## config.mk

```make
export PLATFORM = sky130hd
export DESIGN_NAME = rr_arbiter16
export DESIGN_NICKNAME = d
export VERILOG_FILES = /design/src/rtl/rr_arbiter16_pkg.sv /design/src/rtl/rr_arbiter16_dec.sv /design/src/rtl/rr_arbiter16.sv
export SDC_FILE = /design/constraint.sdc
export NUM_CORES = 1
export LEC_CHECK = 0
export ABC_AREA = 0
export CORE_MARGIN = 3
export CORE_UTILIZATION = 58
export DETAILED_ROUTE_END_ITERATION = 8
export PLACE_DENSITY = 0.94
export SETUP_SLACK_MARGIN = 0.2
export SLEW_MARGIN = 20
export SYNTH_ARGS = -nofsm -noshare
export SYNTH_HDL_FRONTEND = slang
export SYNTH_HIERARCHICAL = 1
export SYNTH_SLANG_ARGS = --single-unit
```

## constraint.sdc

```tcl
create_clock -name clk -period 5.09 [get_ports clk]
set_input_delay 1.018 -clock clk [delete_from_list [all_inputs] [get_ports clk]]
set_output_delay 1.018 -clock clk [all_outputs]
set_load 0.01 [all_outputs]
```

## src/rtl/rr_arbiter16_pkg.sv

```systemverilog
// Shared types and the cyclic priority search for the 16-way round-robin arbiter.
package rr_arbiter16_pkg;

    localparam int unsigned NREQ = 16;
    localparam int unsigned IDW  = 4;

    typedef enum logic {
        ST_IDLE  = 1'b0,
        ST_GRANT = 1'b1
    } state_t;

    typedef struct packed {
        logic           found;
        logic [IDW-1:0] id;
    } win_t;

    // First set request scanning upward from base, wrapping 15 -> 0.
    function automatic win_t rr_search(input logic [0:NREQ-1] r, input logic [IDW-1:0] base);
        win_t           res;
        logic [IDW-1:0] idx;
        res = '0;
        for (int unsigned off = 0; off < NREQ; off++) begin
            idx = base + IDW'(off);
            if (!res.found && r[idx]) begin
                res.found = 1'b1;
                res.id    = idx;
            end
        end
        return res;
    endfunction

endpackage

```

## src/rtl/rr_arbiter16_dec.sv

```systemverilog
// 4-to-16 one-hot decoder; output bit k is set for code k while enabled.
module grant_dec4to16 (
    input  logic [3:0]  w,
    input  logic        en,
    output logic [0:15] y
);

    always_comb begin
        y = '0;
        if (en) begin
            y[w] = 1'b1;
        end
    end

endmodule

```

## src/rtl/rr_arbiter16.sv

```systemverilog
// 16-requester round-robin arbiter with hold timeout and zero-bubble handover.
module rr_arbiter16
    import rr_arbiter16_pkg::*;
#(
    parameter int unsigned MAX_HOLD = 8,
    parameter int unsigned PTR_INIT = 0
) (
    input  logic        clk,
    input  logic        rst,
    input  logic        en,
    input  logic [0:15] req,
    output logic [0:15] gnt,
    output logic [3:0]  gnt_id,
    output logic        gnt_valid,
    output logic        preempt
);

    localparam logic [IDW-1:0] PTR_RST   = IDW'(PTR_INIT);
    localparam logic [7:0]     HOLD_LAST = (MAX_HOLD == 0) ? 8'd0 : 8'(MAX_HOLD - 1);

    state_t         state_q;
    logic [IDW-1:0] gnt_id_q;
    logic [IDW-1:0] ptr_q;
    logic [7:0]     hold_cnt_q;
    logic           preempt_q;

    logic           cur_req;
    logic           release_w;
    logic           timeout_w;
    logic [IDW-1:0] search_base;
    win_t           win;

    // While granting, the search starts just past the holder so it is scanned last.
    always_comb begin
        cur_req     = req[gnt_id_q];
        release_w   = (state_q == ST_GRANT) && !cur_req;
        timeout_w   = (state_q == ST_GRANT) && (MAX_HOLD != 0) &&
                      (hold_cnt_q == HOLD_LAST) && cur_req;
        search_base = (state_q == ST_GRANT) ? gnt_id_q + 4'd1 : ptr_q;
        win         = rr_search(req, search_base);
    end

    always_ff @(posedge clk) begin
        if (rst) begin
            state_q    <= ST_IDLE;
            gnt_id_q   <= '0;
            ptr_q      <= PTR_RST;
            hold_cnt_q <= '0;
            preempt_q  <= 1'b0;
        end else begin
            preempt_q <= 1'b0;
            case (state_q)
                ST_IDLE: begin
                    hold_cnt_q <= '0;
                    if (en && win.found) begin
                        state_q  <= ST_GRANT;
                        gnt_id_q <= win.id;
                    end
                end
                ST_GRANT: begin
                    if (release_w || timeout_w) begin
                        ptr_q      <= gnt_id_q + 4'd1;
                        preempt_q  <= timeout_w;
                        hold_cnt_q <= '0;
                        if (en && win.found) begin
                            gnt_id_q <= win.id;
                        end else begin
                            state_q <= ST_IDLE;
                        end
                    end else begin
                        hold_cnt_q <= hold_cnt_q + 8'd1;
                    end
                end
                default: begin
                    state_q <= ST_IDLE;
                end
            endcase
        end
    end

    assign gnt_id    = gnt_id_q;
    assign gnt_valid = (state_q == ST_GRANT);
    assign preempt   = preempt_q;

    grant_dec4to16 u_dec (
        .w  (gnt_id_q),
        .en (gnt_valid),
        .y  (gnt)
    );

endmodule

```

==> metrics.txt <==
status=completed; Final Util=0.6956; max_cap viols=0; Final Net Count=about 500; antenna cells=0; Top FF cell, synth=dfxtp_1; Congestion Overflow GR=0; number of global-route vias before repair=about 3400; IO Count=just over 40; main area contributors after synthesis=dfxtp_1 11%, mux4_2 11%, mux2i_1 7.1%; DRC violations left=0; Yosys cell types=between 70 and 80; Avg Cell Area, Syn=about 7.9 µm²; fmax=0.2150 GHz; Post-synth EDFFs=0; Tightest Pin Transition=between 500 and 600 ps; GRT Resource Usage Total=0.3397; register bit total from synthesis=18; DP HPWL=8665 µm; most area-hungry cell type in the Yosys netlist=dfxtp_1; unrepaired setup endpoints after global routing=false; row count=27; Hold Path Class=reg2reg; clk root buf=clkbuf_8; final-layout fill cell count=between 400 and 500; Req. time, crit path=5220 ps; peak supply drop=~0.00025 V; syn_nets=~450; 1st-pass router iterations=5; share of layout cells above drive strength 1=0.1512; Setup crit start kind=flop; core area=approximately 5600 µm²; Vias/cell=approximately 7.0; fin. max-slew vios=0; commonest non-fill, non-tap cell in the layout=nor2_1; Iteration-0 DRC Markers=about 480; die footprint=approximately 6800 µm²; Setup Total Neg Slack=0 ps; CTS Hold Bufs=0; first-pass GRT wire length=17610 µm; Post-CTS Setup Inserts=0; drt wl/cell=~21 µm; vias=around 3800; CP endpoint kind=flop; Final Wtd Congestion=0.9517; Mapped Cells=430; Worst Skew=9.061 ps; yosys warns=6; Num CTS Buffers=3; Post-DP Area=3814 µm²; Routed Antenna Nets=0; Final Setup Violations=0; final worst path period share=0.9137; Max FO, Critical Path=20; largest net degree at the start of global routing=22; leakage power=1.425 nW; Clk Latency, worst-skew pair=~260 ps; post-route design area=3877 µm²; clock buffer depth=2; Starting Density=0.6061; initial antenna violation count=0; CTS H-tree lvls=1; Vert. Die Dim=~82 µm; PortBufs=40; worst endpoint data arrival time=between 4000 and 5000 ps; Hold Violations, Final=0; Post-Syn Area=~3400 µm²; relative slew slack=0.5936; final WL=between 10000 and 15000 µm; commonest non-fill, non-tap cells in the layout=57 x nor2_1, 40 x clkdlybuf4s50_1, 30 x a21oi_1; register area share after synthesis=0.1067; CTS tree=yes; Area Growth Syn to Fin=14.78%; worst setup path class=reg2reg; power per cell area=~380 nW/µm²; Yosys top cell area share=0.1067; Async SR Flop Fraction=0; clk slew on worst S/H paths=around 80 ps; CTS sink cnt=18; post-route minimum period=between 4000 and 5000 ps; die width=around 82 µm
final timing paths:
path / startpoint / to / slack (ps) / cells after the start
min: hold_cnt_q[0]$_SDFF_PP0_ / hold_cnt_q[0]$_SDFF_PP0_ / 470 / 1
max: gnt_valid$_SDFF_PP0_ / gnt_id[0]$_SDFFE_PP0P_ / 440 / 14
max reg2reg: gnt_valid$_SDFF_PP0_ / gnt_id[0]$_SDFFE_PP0P_ / 440 / 14
min reg2reg: hold_cnt_q[0]$_SDFF_PP0_ / hold_cnt_q[0]$_SDFF_PP0_ / 470 / 1
cell families after synthesis:
logic type                 synth area share
adders and majority gates           0.01482
xor gates and xnor gates            0.06555
DFF                                  0.1067
muxes                                0.2215
buffers and inverters               0.05482
AOI/OAI and AO/OA                    0.2293
and+or+nand+nor                      0.3074
worst max-delay path, cell delays in order, from the launching register on:
cell and delay, ps:
dfxtp_2 540, or2_1 410, nand2_8 190, inv_4 210, ha_1 400, xnor2_2 200, mux4_1 680, mux2_2 320
and4_1 300, nand2_2 180, nor2_1 100, a2111oi_0 560, nand3_1 170, a31oi_1 200, nor2_1 50
metrics by stage:
step	worst slack [ps]	cells	power [mW]	hold WS (ps)
after floorplan	845.8	430	1.013	429.9
after global placement	387.7	531	1.292	442.2
after detailed placement	412.6	531	1.298	460.2
after CTS	377.4	535	1.422	476.1
after global routing	242.4	535	1.559	509.8
final	439.4	535	1.469	474.3
Yosys cell counts (5+ instances only):
master    instances
nand2b_1          8
and2_1            8
nand2_1          29
buf_2             5
xnor2_1          10
buf_4             7
and3_1            6
mux2i_1          24
mux4_2           16
nand4_1           6
mux2_2            5
o22ai_1           6
xor2_1            6
o21ai_0          16
nor2_1           57
a211oi_1          6
inv_1             7
dfxtp_1          18
clkbuf_1          6
nor3_1           12
a21oi_1          30
nand3_1          28
nor2b_1           8
area by class of cell:
| cell class | instances | area, µm² | area share |
|---|---|---|---|
| multi-input cells | 380 | 2840 | 0.7325 |
| repair buffers | 53 | 498.0 | 0.1284 |
| flip-flops and latches | 18 | 361.6 | 0.09326 |
| well taps | 72 | 90.09 | 0.02323 |
| clock buffers | 4 | 55.05 | 0.01420 |
| inverters | 8 | 32.53 | 0.008390 |
power breakdown:
part | internal [mW] | leakage (nW) | switching [mW]
Sequential | 0.150 | 0.147 | 0.0156
Combinational | 0.459 | 1.25 | 0.723
Clock | 0.0688 | 0.0288 | 0.0519
Total | 0.678 | 1.42 | 0.790
layer usage:
layer  global-route usage  up-vias  part of all wire
met4               0.1860        0             0.060
met5                    0        -                 0
li1                     -     1703                 -
met2               0.5184      260              0.45
met1               0.4453     1731              0.39
met3              0.07158       75             0.097
state kept, by name, summed over array words and instances, names as in the netlist:
signal      count
gnt_valid       1
preempt         1
ptr_q           4
hold_cnt_q      8
gnt_id          4
what timing repair did:
item | CTS | global route
endpoints found under the hold margin | 0 | 0
gates resized for setup | 0 | 2
setup endpoints to repair | 0 | 3
No activity file was read; power rests on OpenSTA's default activity.
